$ cat src/rtl/avg_pkg.sv
// Shared types and constants for the sliding-window average transmit path.
// The optional rounded-mean output is selected with AVG_WINDOW_TX_MEAN_EN.
package avg_pkg;

    localparam int DEF_PIXEL_WIDTH = 8;
    localparam int DEF_LOG2_WIN    = 4;
    localparam int WIN             = 1 << DEF_LOG2_WIN;
    localparam int SUM_WIDTH       = DEF_PIXEL_WIDTH + DEF_LOG2_WIN;

    typedef enum logic [1:0] {
        ST_FILL  = 2'd0,
        ST_RUN   = 2'd1,
        ST_CLEAR = 2'd2
    } state_t;

    function automatic int clog2(input int value);
        int res;
        res = 0;
        while ((1 << res) < value) begin
            res = res + 1;
        end
        return res;
    endfunction

endpackage

$ cat src/rtl/avg_window_sr.sv
// WIN-deep pixel shift register with shift enable and synchronous clear;
// the oldest tap feeds the subtract side of the running sum.
module avg_window_sr #(
    parameter int WIDTH = 8,
    parameter int DEPTH = 16
) (
    input  logic             clk,
    input  logic             arstn,
    input  logic             shift_en,
    input  logic             clear,
    input  logic [WIDTH-1:0] din,
    output logic [WIDTH-1:0] oldest
);

    logic [WIDTH-1:0] taps [DEPTH];

    always_ff @(posedge clk or negedge arstn) begin
        if (!arstn) begin
            for (int i = 0; i < DEPTH; i++) taps[i] <= '0;
        end else if (clear) begin
            for (int i = 0; i < DEPTH; i++) taps[i] <= '0;
        end else if (shift_en) begin
            taps[0] <= din;
            for (int i = 1; i < DEPTH; i++) taps[i] <= taps[i-1];
        end
    end

    assign oldest = taps[DEPTH-1];

endmodule

$ cat src/rtl/avg_window_tx.sv
// Per-line sliding-window sum over 2^LOG2_WIN pixels, one output per accept once full.
// Define AVG_WINDOW_TX_MEAN_EN to emit the round-half-up mean instead of the raw sum.
//
// state    | meaning
// ST_FILL  | window not yet full, no outputs
// ST_RUN   | window full, one output per accept
// ST_CLEAR | one-cycle flush between lines, din_ready low
module avg_window_tx
    import avg_pkg::*;
#(
    parameter int PIXEL_WIDTH = DEF_PIXEL_WIDTH,
    parameter int LOG2_WIN    = DEF_LOG2_WIN
) (
    input  logic                            clk,
    input  logic                            arstn,
    input  logic [PIXEL_WIDTH-1:0]          din_data,
    input  logic                            din_valid,
    input  logic                            din_last,
    output logic                            din_ready,
    output logic [PIXEL_WIDTH+LOG2_WIN-1:0] dout_data,
    output logic                            dout_valid,
    output logic                            dout_last
);

    localparam int WIN_LEN = 1 << LOG2_WIN;
    localparam int SUM_W   = PIXEL_WIDTH + LOG2_WIN;
    localparam int CNT_W   = clog2(WIN_LEN) + 1;
    localparam logic [CNT_W-1:0] CNT_FULL = CNT_W'(WIN_LEN);
    localparam logic [CNT_W-1:0] CNT_PRE  = CNT_W'(WIN_LEN - 1);

    state_t                 state, state_next;
    logic [CNT_W-1:0]       count;
    logic [SUM_W-1:0]       sum, sum_next, result;
    logic [PIXEL_WIDTH-1:0] oldest;
    logic                   ready, accept, full_after, flush;

    assign din_ready  = ready;
    assign accept     = din_valid & ready;
    assign flush      = (state == ST_CLEAR);
    // Window is full after this accept if it already was, or this is the WIN-th pixel.
    assign full_after = (count == CNT_FULL) || (count == CNT_PRE);
    assign sum_next   = sum + SUM_W'(din_data) - SUM_W'(oldest);

`ifdef AVG_WINDOW_TX_MEAN_EN
    localparam logic [SUM_W:0]   HALF    = (SUM_W+1)'(WIN_LEN / 2);
    localparam logic [SUM_W-1:0] PIX_MAX = SUM_W'((1 << PIXEL_WIDTH) - 1);
    logic [SUM_W:0] rounded;

    assign rounded = ({1'b0, sum_next} + HALF) >> LOG2_WIN;
    assign result  = (rounded > {1'b0, PIX_MAX}) ? PIX_MAX : rounded[SUM_W-1:0];
`else
    assign result = sum_next;
`endif

    avg_window_sr #(
        .WIDTH (PIXEL_WIDTH),
        .DEPTH (WIN_LEN)
    ) u_sr (
        .clk      (clk),
        .arstn    (arstn),
        .shift_en (accept),
        .clear    (flush),
        .din      (din_data),
        .oldest   (oldest)
    );

    always_comb begin
        state_next = state;
        case (state)
            ST_FILL: begin
                if (accept) begin
                    if (din_last)              state_next = ST_CLEAR;
                    else if (count == CNT_PRE) state_next = ST_RUN;
                end
            end
            ST_RUN:   if (accept && din_last) state_next = ST_CLEAR;
            ST_CLEAR: state_next = ST_FILL;
            default:  state_next = ST_FILL;
        endcase
    end

    always_ff @(posedge clk or negedge arstn) begin
        if (!arstn) begin
            state      <= ST_FILL;
            ready      <= 1'b0;
            count      <= '0;
            sum        <= '0;
            dout_data  <= '0;
            dout_valid <= 1'b0;
            dout_last  <= 1'b0;
        end else begin
            state      <= state_next;
            ready      <= (state_next != ST_CLEAR);
            dout_valid <= accept & full_after;
            dout_last  <= accept & full_after & din_last;
            if (accept && full_after) dout_data <= result;
            if (flush) begin
                count <= '0;
                sum   <= '0;
            end else if (accept) begin
                sum <= sum_next;
                if (count != CNT_FULL) count <= count + 1'b1;
            end
        end
    end

endmodule

$ cat config.mk
export PLATFORM = sky130hd
export DESIGN_NAME = avg_window_tx
export DESIGN_NICKNAME = d
export VERILOG_FILES = /design/src/rtl/avg_pkg.sv /design/src/rtl/avg_window_sr.sv /design/src/rtl/avg_window_tx.sv
export SDC_FILE = /design/constraint.sdc
export NUM_CORES = 1
export LEC_CHECK = 0
export ABC_AREA = 1
export CAP_MARGIN = 20
export CORE_AREA = 8 8 122 124
export CTS_CLUSTER_DIAMETER = 40
export DETAILED_ROUTE_END_ITERATION = 16
export DIE_AREA = 0 0 130 132
export PLACE_DENSITY = 0.72
export SLEW_MARGIN = 20
export SYNTH_ARGS = -nofsm -noshare
export SYNTH_HDL_FRONTEND = slang
export SYNTH_SLANG_ARGS = --single-unit
$ cat constraint.sdc
create_clock -name clk -period 2.73 [get_ports clk]
set_clock_uncertainty 0.05 [all_clocks]
set_input_delay 0.6825 -clock clk [delete_from_list [all_inputs] [get_ports clk]]
set_output_delay 0.6825 -clock clk [all_outputs]
set_load 0.02 [all_outputs]
==> flow_metrics.py, run 1 <==
metrics = {
    "outcome": {
        "status": "completed",
    },
    "floorplanning": {
        "chipWidth_um": 130,
        "start_util": 0.533,
        "core-area_mm2": 0.0130,
        "die_h_um": 132,
        "dieArea_mm2": 0.0172,
        "ios": 27,
        "rows": 42,
    },
    "clock_tree": {
        "clock-sinks": 162,
        "insertion_delay_ns": 0.42,
        "clockBufferDepth": 2,
        "cts_buffers": 17,
        "htree_levels": 4,
        "root_buffer": "clkbuf_16",
        "cts_tree": "built",
        "clkTransAtPathRegs_ns": 0.06,
    },
    "sta": {
        "hold_viol_final": 0,
        "rsz0062_at_grt": "false",
        "slew-limit-headroom": 0.594,
        "fmax_mhz": 381,
        "fin_crit_ns": 2.63,
        "finalSetupTns_ns": 0,
        "setup_viol": 0,
        "fin_crit_sh": 0.962,
        "hold_slack_ns": 0.147,
        "maxSlewViolCount": 0,
        "layout_setup_ws_ns": 0.103,
        "worst_pin_slew_ns": 0.610,
    },
    "pwr": {
        "irDropWorstVdd_v": 0.000551,
        "leakagePower_nw": 3.92,
        "power_density_mw_per_mm2": 976,
        "p_total_mw": 7.97,
    },
    "route": {
        "drt_iter0_markers": 452,
        "wl_met2_mm": 5.93,
        "ant_nets": 0,
        "drc": 0,
        "drt-vias-per-instance": 5.08,
        "wl_met1_mm": 6.26,
        "met3_wirelength_um": 540,
        "vias": 4783,
        "drt-total-wl_mm": 13.0,
        "drt_first_pass_iters": 5,
        "top_layer": "met4",
        "post_drt_wl_per_cell_um": 13.8,
    },
    "place": {
        "post-place-ws_ns": -0.380,
        "io_buffer_count": 26,
        "finalWeightedCongestion": 0.837,
        "dpl_cell_area_mm2": 0.00749,
        "dp_hpwl_mm": 8.30,
        "place_inst": 910,
    },
    "global_route": {
        "gr-total-overflow": 0,
        "grt_max_degree": 133,
        "antenna_found_initial": 0,
        "grt_pass1_wl_mm": 23.1,
        "track_usage": 0.169,
        "grt_pass1_vias": 4856,
    },
    "layout": {
        "post-route-util": 0.629,
        "nets": 788,
        "multi_input_area_mm2": 0.00205,
        "area_delta_synth_final_pct": 18.0,
        "fillers": 1045,
        "antenna_cells": 0,
        "drive_gt1_frac": 0.112,
        "seq_area_mm2": 0.00405,
        "postLayoutCellArea_mm2": 0.00816,
        "instances_no_fill": 941,
    },
    "logic_synthesis": {
        "synth-seq-cells": 162,
        "synth_warnings": 0,
        "yosysSeqAreaShare": 0.586,
        "synth.net_count": 747,
        "ys_types": 27,
        "synth.avg_cell_area_um2": 9.71,
        "synthCells": 712,
        "netlist_area_mm2": 0.00692,
    },
    "critical_path": {
        "crit_arrival_ns": 2.84,
        "critPathLaunchType": "input port",
        "critPathTopFamily": "adder cells",
        "cpPeakStageDelay_ns": 0.55,
        "required_ns": 2.94,
        "cp.buffers_inverters": 3,
        "worst-setup-path-type": "input port to flop",
        "worstPathMaxFanout": 3,
        "path_cells": "clkdlybuf4s50_1, inv_1, fa_1, inv_1, fa_1, nand2_1, nand3_2, nand2_2, xor2_2, o22ai_1",
        "critPathSlowestCell": "fa_1",
        "end_kind": "flop",
    },
    "worst_hold_path": {
        "min_path_type": "input port to asynchronous set/reset pin",
    },
    "flow_run": {
        "max-cap-violations": 0,
    },
}
-- worst register-to-register path, stage by stage, from the launching register on --
cell     delay, ns
dfrtp_1       0.33
inv_1         0.06
fa_1          0.50
inv_1         0.07
fa_1          0.43
nand2_1       0.09
nand3_2       0.11
nand2_2       0.10
xor2_2        0.16
o22ai_1       0.10
-- synth_stat cells --
master / n / area [um2]
buf_6: 2 / 22.5
nor2_1: 11 / 41.3
buf_2: 23 / 115
ha_1: 15 / 188
o21ai_0: 18 / 90.1
nor2_4: 3 / 33.8
xor2_1: 5 / 43.8
nor2_2: 2 / 12.5
nand2_2: 3 / 18.8
nand2_1: 92 / 345
nand3_1: 24 / 120
o21ai_2: 2 / 17.5
inv_4: 1 / 6.26
nor3_1: 1 / 5.00
o22ai_1: 124 / 776
nand3b_1: 3 / 22.5
nor3b_1: 1 / 7.51
inv_1: 189 / 709
fa_1: 8 / 160
a21oi_4: 1 / 16.3
a211oi_1: 2 / 15.0
inv_2: 4 / 15.0
a21oi_1: 6 / 30.0
clkbuf_1: 5 / 18.8
nand4_1: 4 / 25.0
dfrtp_1: 162 / 4050
o211ai_1: 1 / 7.51
-- cells in the final DEF, fill, tap and decap left out, drive strengths merged --
| master | Yosys | layout |
|---|---|---|
| fa | 8 | 8 |
| a21oi | 7 | 7 |
| a211oi | 2 | 2 |
| bufinv | 0 | 2 |
| nand3 | 24 | 24 |
| nand2 | 95 | 95 |
| o211ai | 1 | 1 |
| nor3 | 1 | 1 |
| o22ai | 124 | 124 |
| buf | 25 | 27 |
| nand3b | 3 | 3 |
| o21ai | 20 | 20 |
| clkbuf | 5 | 20 |
| clkdlybuf4s50 | 0 | 25 |
| nor3b | 1 | 1 |
| dfrtp | 162 | 162 |
| clkinv | 0 | 6 |
| ha | 15 | 15 |
| nand4 | 4 | 4 |
| clkinvlp | 0 | 2 |
| xor2 | 5 | 5 |
| inv | 194 | 195 |
| nor2 | 16 | 16 |
-- per-layer routing --
layer	track usage	vias up
met1	0.232	2300
met2	0.249	92
met4	0.0665	0
met5	0	-
li1	-	2368
met3	0.0465	23
-- report_power, final --
group | switching [mW] | internal [mW] | leakage (nW)
combinational | 1.61 | 1.10 | 1.45
sequential | 0.150 | 2.74 | 2.19
clock | 0.955 | 1.42 | 0.291
-- timing repair --
action                     4_1_cts  5_1_grt
setup endpoints to repair        0       17
hold buffers                     0        0
gates resized for setup          0       12
buffers inserted                 0        0
-- final cells by class --
cell class / instances / area share
Multi-Input combinational cell: 326 / 0.251
Tap cell: 176 / 0.0270
Clock inverter: 11 / 0.0156
Sequential cell: 162 / 0.497
Timing Repair Buffer: 52 / 0.0621
Clock buffer: 20 / 0.0572
Inverter: 194 / 0.0898
-- state kept, by name, summed over array words and instances (netlist names) --
register and cells:
dout_valid 1, sum 12, state 2, din_ready 1, u_sr.oldest 8, u_sr.taps 120, dout_data 12, dout_last 1
count 5
-- worst paths after layout --
check,from,to,slack (ns),cells after the start
max in group asynchronous,arstn,u_sr.taps[79],1.77,2
max reg2reg,sum[1],sum[4],0.57,9
min,arstn,u_sr.taps[58],0.15,1
max,din_data[1],sum[4],0.10,10
min reg2reg,state[1],state[0],0.41,1
min in group clk,state[1],state[0],0.41,1
-- cells by family (layout without fill, tap and decap cells) --
| kind of cell | count (synthesis) | in the layout | share of synthesized area |
|---|---|---|---|
| buffers and inverters | 224 | 277 | 0.128 |
| DFF | 162 | 162 | 0.586 |
| AOI/OAI and AO/OA | 154 | 154 | 0.138 |
| and+or+nand+nor | 144 | 144 | 0.0914 |
| adders and majority gates | 23 | 23 | 0.0503 |
| xor gates and xnor gates | 5 | 5 | 0.00633 |
(Power assumes the default switching activity.)
==> run 2: changes to the inputs <==
--- a/config.mk
+++ b/config.mk
@@ -8,9 +8,10 @@
 export ABC_AREA = 1
 export CAP_MARGIN = 20
 export CORE_AREA = 8 8 122 124
-export CTS_CLUSTER_DIAMETER = 40
+export CTS_CLUSTER_DIAMETER = 200
 export DETAILED_ROUTE_END_ITERATION = 16
 export DIE_AREA = 0 0 130 132
+export HOLD_SLACK_MARGIN = 0.15
 export PLACE_DENSITY = 0.72
 export SLEW_MARGIN = 20
 export SYNTH_ARGS = -nofsm -noshare
==> run 2 against run 1 <==
Sequential cell count is the same. Non-clock buffer count grew 1. Clock power is essentially flat. Sequential power is essentially flat. Critical path depth is the same. Worst setup slack gained 0.0013 ns. Critical path type unchanged. Highest routed layer unchanged.
==> flow_metrics.py, run 2 (synthesized netlist as in run 1, its figures left out) <==
metrics = {
    "floorplanning": {
        "dieArea_mm2": 0.0172,
        "core-area_mm2": 0.0130,
        "ios": 27,
        "rows": 42,
        "start_util": 0.533,
        "die_h_um": 132,
        "chipWidth_um": 130,
    },
    "global_route": {
        "grt_pass1_vias": 4861,
        "grt_pass1_wl_mm": 23.2,
        "grt_max_degree": 133,
        "antenna_found_initial": 0,
        "track_usage": 0.169,
        "gr-total-overflow": 0,
    },
    "critical_path": {
        "end_kind": "flop",
        "regToRegSetupSlack_ns": 0.57,
        "reg2regPathDepth": 9,
        "worst-setup-path-type": "input port to flop",
        "r2r-start": "sum[1]",
        "critPathLaunchType": "input port",
        "r2r_end": "sum[4]",
        "critPathSlowestCell": "fa_1",
        "required_ns": 2.95,
        "cp.buffers_inverters": 3,
        "critPathTopFamily": "adder cells",
        "path_cells": "clkdlybuf4s50_1, inv_1, fa_1, inv_1, fa_1, nand2_1, nand3_2, nand2_2, xor2_2, o22ai_1",
        "worstPathMaxFanout": 3,
        "cpPeakStageDelay_ns": 0.55,
        "crit_arrival_ns": 2.84,
    },
    "clock_tree": {
        "postCtsSetupBuffers": 0,
        "clock-sinks": 162,
        "clockBufferDepth": 2,
        "insertion_delay_ns": 0.42,
        "cts_tree": "built",
        "htree_levels": 4,
        "cts_buffers": 17,
        "clkTransAtPathRegs_ns": 0.06,
        "root_buffer": "clkbuf_16",
    },
    "worst_hold_path": {
        "worstHoldPathCells": 1,
        "whs_endpoint": "state[0]",
        "worstHoldStart": "state[1]",
        "min_path_type": "flop to flop",
    },
    "layout": {
        "nets": 789,
        "fillers": 1041,
        "drive_gt1_frac": 0.112,
        "final_common_cell": "inv_1",
        "multi_input_area_mm2": 0.00205,
        "reg_top3": "u_sr.taps x120, dout_data x12, sum x12",
        "top_register": "u_sr.taps",
        "seq_area_mm2": 0.00405,
        "largest_register_ffs": 120,
        "area_delta_synth_final_pct": 18.1,
        "layout_common_cells": "inv_1 (189), dfrtp_1 (162), o22ai_1 (124)",
        "antenna_cells": 0,
    },
    "sta": {
        "worst_pin_slew_ns": 0.593,
        "fmax_mhz": 381,
        "slew-limit-headroom": 0.605,
        "setup_viol": 0,
        "hold_viol_final": 0,
        "maxSlewViolCount": 0,
        "hold_slack_ns": 0.409,
        "rsz0062_at_grt": "false",
        "fin_crit_ns": 2.63,
        "fin_crit_sh": 0.962,
    },
    "pwr": {
        "p_sw_frac": 0.340,
        "switchingPower_mw": 2.71,
        "p_int_mw": 5.25,
        "power.clock.fraction": 0.299,
        "power_density_mw_per_mm2": 975,
        "comb_power_share": 0.339,
        "p_total_mw": 7.97,
        "irDropWorstVdd_v": 0.000552,
        "leakagePower_nw": 3.93,
        "pwr-share-seq": 0.363,
    },
    "route": {
        "drt-vias-per-instance": 5.04,
        "post_drt_wl_per_cell_um": 13.8,
        "vias": 4752,
        "drc": 0,
        "drt_iter0_markers": 452,
        "ant_nets": 0,
        "drt-total-wl_mm": 13.0,
        "drt_first_pass_iters": 5,
    },
    "place": {
        "io_buffer_count": 26,
        "finalWeightedCongestion": 0.837,
        "dp_hpwl_mm": 8.30,
    },
    "outcome": {
        "status": "completed",
    },
    "flow_run": {
        "max-cap-violations": 0,
    },
}
## run 2: cell types whose count changed in the layout (fill, tap and decap cells not counted)
cell,before,now
dlygate4sd3_1,0,1
## run 2: metrics by stage
stage | cell area [um2] | setup TNS (ns) | instances | util | worst slack (ns)
after floorplan | 6920 | 0 | 712 | - | 0.294
after global placement | 7490 | -5.26 | 910 | 0.577 | -0.311
after detailed placement | 7490 | -5.73 | 910 | 0.577 | -0.380
after CTS | 8090 | 0 | 942 | 0.624 | 0.0710
after global routing | 8170 | 0 | 942 | 0.629 | 0.00523
final | 8170 | 0 | 942 | 0.629 | 0.105
## run 2: worst max path at each step
stage                  end  slack, ns  depth (start not counted)         from
detailed placement  sum[4]      -0.38                         10  din_data[1]
global placement    sum[8]      -0.31                         11  din_data[5]
floorplan           sum[6]       0.29                         10  din_data[1]
finish              sum[4]       0.10                         10  din_data[1]
CTS                 sum[4]       0.07                         10  din_data[1]
global route        sum[7]      0.005                         14  din_data[6]
## run 2: final cells by class
cell class	count	share of cell area
Timing Repair Buffer	53	0.0632
Clock inverter	11	0.0156
Multi-Input combinational cell	326	0.251
Sequential cell	162	0.496
Tap cell	176	0.0270
Clock buffer	20	0.0571
Inverter	194	0.0897
## run 2: power groups by stage
stage          sequential (mW)  combinational (mW)  clock, mW
2_1_floorplan             2.99                1.66          0
3_3_place_gp              2.92                2.48          0
3_5_place_dp              2.93                2.54          0
4_1_cts                   2.89                2.57       2.41
5_1_grt                   2.93                3.09       2.52
6_report                  2.89                2.70       2.38
## run 2: repair_timing
item / CTS / global route
resized for setup: 0 / 12
setup endpoints to repair: 0 / 17
hold buffers: 1 / 0
hold endpoints to repair: 11 / 0
## run 2: per-layer routing
layer  routed length, um  up-vias  track usage  part of all wire
met5                   0        -            0                 0
met4                 217        0       0.0665             0.017
met3                 517       22       0.0461             0.040
met2                5950       60        0.249              0.46
met1                6310     2302        0.232              0.49
li1                    -     2368            -                 -
